--- config.mk ---
export PLATFORM = sky130hd
export DESIGN_NAME = uart_tx
export DESIGN_NICKNAME = d
export VERILOG_FILES = /design/src/rtl/uart_pkg.sv /design/src/rtl/uart_tx_fifo.sv /design/src/rtl/uart_tx.sv
export SDC_FILE = /design/constraint.sdc
export NUM_CORES = 1
export LEC_CHECK = 0
export BUFFER_PORTS_ARGS = -buffer_cell sky130_fd_sc_hd__buf_2
export CORE_MARGIN = 10
export CORE_UTILIZATION = 35
export CTS_BUF_LIST = sky130_fd_sc_hd__clkbuf_4
export CTS_CLUSTER_DIAMETER = 200
export CTS_CLUSTER_SIZE = 20
export DETAILED_ROUTE_END_ITERATION = 10
export GPL_ROUTABILITY_DRIVEN = 0
export PLACE_DENSITY = 0.6
export SYNTH_ARGS = -nofsm -noshare
export SYNTH_HDL_FRONTEND = slang
export SYNTH_HIERARCHICAL = 1
export SYNTH_SLANG_ARGS = --single-unit
--- constraint.sdc ---
create_clock -name clk -period 2.5 [get_ports clk]
set_clock_uncertainty 0.1 [all_clocks]
set_input_delay 0.25 -clock clk [delete_from_list [all_inputs] [get_ports clk]]
set_output_delay 0.25 -clock clk [all_outputs]
set_load 0.02 [all_outputs]
--- src/rtl/uart_pkg.sv ---
// Shared types and constants for the UART transmitter.
// Optional even parity is enabled by defining UART_TX_PARITY_EN.
package uart_pkg;

  typedef enum logic [2:0] {
    IDLE,
    START,
    DATA,
    PARITY,
    STOP
  } uart_state_t;

  // 100 MHz system clock / 115200 baud
  localparam int unsigned DEFAULT_CLK_DIV = 868;

`ifdef UART_TX_PARITY_EN
  localparam int unsigned FRAME_BITS = 11;
`else
  localparam int unsigned FRAME_BITS = 10;
`endif

endpackage

--- src/rtl/uart_tx_fifo.sv ---
// 8-bit synchronous FIFO with full/empty flags; pushes while full and pops
// while empty are dropped. Head data is presented combinationally on rd_data.
module uart_tx_fifo #(
  parameter int unsigned DEPTH = 4
) (
  input  logic       clk,
  input  logic       rst_n,
  input  logic       wr_en,
  input  logic [7:0] wr_data,
  output logic       full,
  input  logic       rd_en,
  output logic [7:0] rd_data,
  output logic       empty
);

  localparam int unsigned AW = $clog2(DEPTH);
  localparam logic [AW:0] DEPTH_CNT = (AW + 1)'(DEPTH);

  logic [7:0]    mem [DEPTH];
  logic [AW-1:0] wr_ptr;
  logic [AW-1:0] rd_ptr;
  logic [AW:0]   count;
  logic          push;
  logic          pop;

  assign full    = (count == DEPTH_CNT);
  assign empty   = (count == '0);
  assign push    = wr_en && !full;
  assign pop     = rd_en && !empty;
  assign rd_data = mem[rd_ptr];

  // DEPTH is a power of two, so pointer overflow is the modulo wrap
  always_ff @(posedge clk or negedge rst_n) begin
    if (!rst_n) begin
      wr_ptr <= '0;
      rd_ptr <= '0;
      count  <= '0;
    end else begin
      if (push) wr_ptr <= wr_ptr + 1'b1;
      if (pop)  rd_ptr <= rd_ptr + 1'b1;
      case ({push, pop})
        2'b10:   count <= count + 1'b1;
        2'b01:   count <= count - 1'b1;
        default: count <= count;
      endcase
    end
  end

  always_ff @(posedge clk) begin
    if (push) mem[wr_ptr] <= wr_data;
  end

endmodule

--- src/rtl/uart_tx.sv ---
// Buffered UART transmitter, 8 data bits LSB first, one stop bit.
// Define UART_TX_PARITY_EN to insert an even-parity bit before the stop bit.
module uart_tx
  import uart_pkg::*;
#(
  parameter int unsigned CLK_DIV    = DEFAULT_CLK_DIV,
  parameter int unsigned FIFO_DEPTH = 4
) (
  input  logic       clk,
  input  logic       rst_n,
  input  logic [7:0] tx_data,
  input  logic       tx_valid,
  output logic       tx_ready,
  output logic       tx_busy,
  output logic       UART_RXD_OUT
);

  localparam int unsigned TW = $clog2(CLK_DIV + 1);
  localparam logic [TW-1:0] RELOAD = TW'(CLK_DIV - 1);

  uart_state_t   state_q, state_d;
  logic [TW-1:0] timer_q, timer_d;
  logic [2:0]    bit_idx_q, bit_idx_d;
  logic [7:0]    shift_q, shift_d;
  logic          line_q, line_d;
`ifdef UART_TX_PARITY_EN
  logic          parity_q, parity_d;
`endif

  logic       fifo_full;
  logic       fifo_empty;
  logic       fifo_pop;
  logic [7:0] fifo_rd_data;

  uart_tx_fifo #(.DEPTH(FIFO_DEPTH)) u_fifo (
    .clk     (clk),
    .rst_n   (rst_n),
    .wr_en   (tx_valid),
    .wr_data (tx_data),
    .full    (fifo_full),
    .rd_en   (fifo_pop),
    .rd_data (fifo_rd_data),
    .empty   (fifo_empty)
  );

  assign tx_ready     = !fifo_full;
  assign tx_busy      = (state_q != IDLE) || !fifo_empty;
  assign UART_RXD_OUT = line_q;

  always_ff @(posedge clk or negedge rst_n) begin
    if (!rst_n) begin
      state_q   <= IDLE;
      timer_q   <= '0;
      bit_idx_q <= '0;
      shift_q   <= '0;
      line_q    <= 1'b1;
`ifdef UART_TX_PARITY_EN
      parity_q  <= 1'b0;
`endif
    end else begin
      state_q   <= state_d;
      timer_q   <= timer_d;
      bit_idx_q <= bit_idx_d;
      shift_q   <= shift_d;
      line_q    <= line_d;
`ifdef UART_TX_PARITY_EN
      parity_q  <= parity_d;
`endif
    end
  end

  always_comb begin
    state_d   = state_q;
    timer_d   = timer_q;
    bit_idx_d = bit_idx_q;
    shift_d   = shift_q;
    line_d    = line_q;
    fifo_pop  = 1'b0;
`ifdef UART_TX_PARITY_EN
    parity_d  = parity_q;
`endif

    // Mid-bit: just count down; every branch below is a bit boundary
    if (state_q != IDLE && timer_q != '0) begin
      timer_d = timer_q - 1'b1;
    end else begin
      case (state_q)
        IDLE, STOP: begin
          if (!fifo_empty) begin
            fifo_pop = 1'b1;
            shift_d  = fifo_rd_data;
            line_d   = 1'b0;
            timer_d  = RELOAD;
            state_d  = START;
`ifdef UART_TX_PARITY_EN
            parity_d = ^fifo_rd_data;
`endif
          end else begin
            line_d  = 1'b1;
            timer_d = '0;
            state_d = IDLE;
          end
        end
        START: begin
          line_d    = shift_q[0];
          shift_d   = {1'b0, shift_q[7:1]};
          bit_idx_d = '0;
          timer_d   = RELOAD;
          state_d   = DATA;
        end
        DATA: begin
          timer_d = RELOAD;
          if (bit_idx_q == 3'd7) begin
`ifdef UART_TX_PARITY_EN
            line_d  = parity_q;
            state_d = PARITY;
`else
            line_d  = 1'b1;
            state_d = STOP;
`endif
          end else begin
            line_d    = shift_q[0];
            shift_d   = {1'b0, shift_q[7:1]};
            bit_idx_d = bit_idx_q + 1'b1;
          end
        end
        PARITY: begin
          line_d  = 1'b1;
          timer_d = RELOAD;
          state_d = STOP;
        end
        default: begin
          line_d  = 1'b1;
          timer_d = '0;
          state_d = IDLE;
        end
      endcase
    end
  end

endmodule

==> reports/results.tsv <==
metric	value	unit
root buffer cell	clkbuf_4	
GRT Total Usage	0.0840	
Mapped Avg Cell Area	14.5	um2
PnR worst setup slack	0.118	ns
DRC violation count after routing	0	
# IOs	14	
vias	1696	
library cells used by synthesis	45	
Layout Nets	262	
Synth area leader	edfxtp_1	
chip height	111	um
initial drt markers	78	
vias in the first global route	1783	
final setup fails	0	
CTS tree	yes	
max_cap viols	0	
Power Density	1150	nW/um2
RSZ-0062 raised after global routing	true	
syn_nets	221	
top cells by area, synth	edfxtp_1 33%, dfrtp_1 27%, mux4_2 6.2%, mux2_2 5.8%, ha_1 3.4%	
largest net degree at the start of global routing	33	
Max Buffers Root-to-Sink	2	
asr flop ratio synth	0.500	
CP Data Required Time	2.74	ns
Final Non-Filler Cells	353	
CP Data Arrival Time	2.62	ns
post-route cell area	3510	um2
Post-DP HPWL	3.31	mm
Synth Flop Type	edfxtp_1	
Max IR drop VDD	0.000437	V
clock sink count	64	
core area	8180	um2
Initial Utilization	0.358	
FILL cells	760	
fin crit share	0.953	
cell area after synthesis	2920	um2
initial antenna violation count	1	
Tot Pwr	4.02	mW
dpl cells	324	
critical path class	reg -> reg	
Yosys top cell area share	0.329	
CP max FO	4	
Cell Rows	33	
share of cells above drive strength 1	0.348	
commonest non-fill, non-tap cell in the layout	edfxtp_1	
first-pass GRT wire length	8.45	mm
hold_ws	0.137	ns
htree depth	3	
Setup crit end kind	flip-flop	
commonest cells after routing, fill and taps aside	32 x edfxtp_1, 31 x dfrtp_1, 15 x mux2_2, 14 x buf_4, 13 x buf_2	
maximum clock rate	420	MHz
minimum clock period	2.38	ns
Seq cells post-synth	64	
synthesis-to-layout area growth	20.2	%
LEAKAGE	1.37	nW
number of enable flip-flop cells after synthesis	32	
Worst-Margin Slew	0.732	ns
fin. max-slew vios	0	
Post-Synthesis Cells	201	
DRT antenna net count	0	
CTS Buf Count	9	
vias per cell	4.80	
Die W	111	um
status	finished clean	
routed wire length	5.03	mm
port bufs	13	
worst slack, placed	0.0251	ns
Yosys warnings	6	
die area	12400	um2
clk slew on worst S/H paths	0.12	ns
clock latency on the worst-skew pair	0.40	ns
part of the Yosys area used for sequential elements	0.603	
DRT Pass-1 Iters	4	
CP Launch Type	flip-flop	
GRT Residual Overflow	0	
Tightest Hold Check Type	in -> reg	
wire per inst	14.3	um
final hold violation count	0	
Placed Area	3170	um2
Worst slew margin	0.512	
stage by stage:
step / setup TNS [ns] / utilization
2_1_floorplan: 0 / -
3_3_place_gp: 0 / 0.388
3_5_place_dp: 0 / 0.388
4_1_cts: 0 / 0.425
5_1_grt: -0.0297 / 0.430
6_report: 0 / 0.430
layer usage:
metal / part of all wire / up-vias / GRT usage
met5: 0 / - / 0
met4: 0.011 / 0 / 0.0463
met3: 0.032 / 2 / 0.0290
met2: 0.48 / 22 / 0.132
met1: 0.48 / 846 / 0.0988
li1: - / 826 / -
cells in the mapped netlist (2+ instances only):
cell type and n:
nor2_1 8, xnor2_1 6, clkbuf_1 2, buf_2 3, nor2b_1 2, a2bb2oi_1 3
ha_1 8, a21o_1 2, or3_1 2, a22oi_1 2, nor3b_1 2, nor4_1 2
nand2_1 6, mux4_2 8, mux2_2 15, nand2b_1 2, edfxtp_1 32, nor3_1 5
and2_2 4, xor2_1 7, inv_1 11, o21ai_0 9, nand3_1 2, dfrtp_1 31
a21oi_1 7
path summary, 6_finish.rpt:
kind                                  from          endpoint  slack (ns)  depth (start not counted)
max                        u_fifo/count[1]   u_fifo/count[2]        0.12                         10
min                               tx_valid  u_fifo/wr_ptr[0]        0.14                          3
max reg2reg                u_fifo/count[1]   u_fifo/count[2]        0.12                         10
min reg2reg                   UART_RXD_OUT      UART_RXD_OUT        0.41                          2
max in group asynchronous            rst_n  u_fifo/rd_ptr[1]        1.50                          2
min in group asynchronous            rst_n        shift_q[7]        0.34                          2
cells by family after synthesis:
family          share of synthesized area
compound gates                     0.0698
xor+xnor                           0.0390
fa+ha+maj                          0.0411
buf+inv                            0.0257
flops                               0.603
mux                                 0.128
simple gates                       0.0933
report_power, final:
part,total [mW],switching (mW),internal [mW]
sequential,1.71,0.249,1.47
combinational,1.39,0.640,0.748
clock,0.922,0.404,0.518
total,4.02,1.29,2.73
worst max-delay path, cell delays in order, from the launching register on:
cell	delay [ns]
dfrtp_1	0.46
nor3_1	0.12
nor3_1	0.35
and2_4	0.24
o31a_4	0.15
ha_4	0.13
inv_2	0.04
fa_2	0.33
xor2_1	0.14
nor2_1	0.12
xor2_1	0.14
state kept, by name, indices dropped and copies added, names as in the netlist:
register	count
UART_RXD_OUT	1
bit_idx_q	3
shift_q	8
state_q	3
timer_q	10
u_fifo/count	3
u_fifo/mem	32
u_fifo/rd_ptr	2
u_fifo/wr_ptr	2
area by class of cell:
cell class	count	area, um2	area share
sequential	64	1760	0.502
multi-input combinational	120	1120	0.320
timing repair buffer	36	260	0.0740
tap	105	131	0.0374
clock inverter	7	125	0.0356
clock buffer	9	67.6	0.0192
inverter	11	41.3	0.0117
antenna	1	2.50	0.000712
repair_timing:
action,4_1_cts,5_1_grt
pin swaps,0,3
hold endpoints to repair,63,0
gates resized for setup,1,7
setup buffers,2,1
setup endpoints to repair,1,1
hold buffers,9,0
Power figures use the tool's default switching activity.
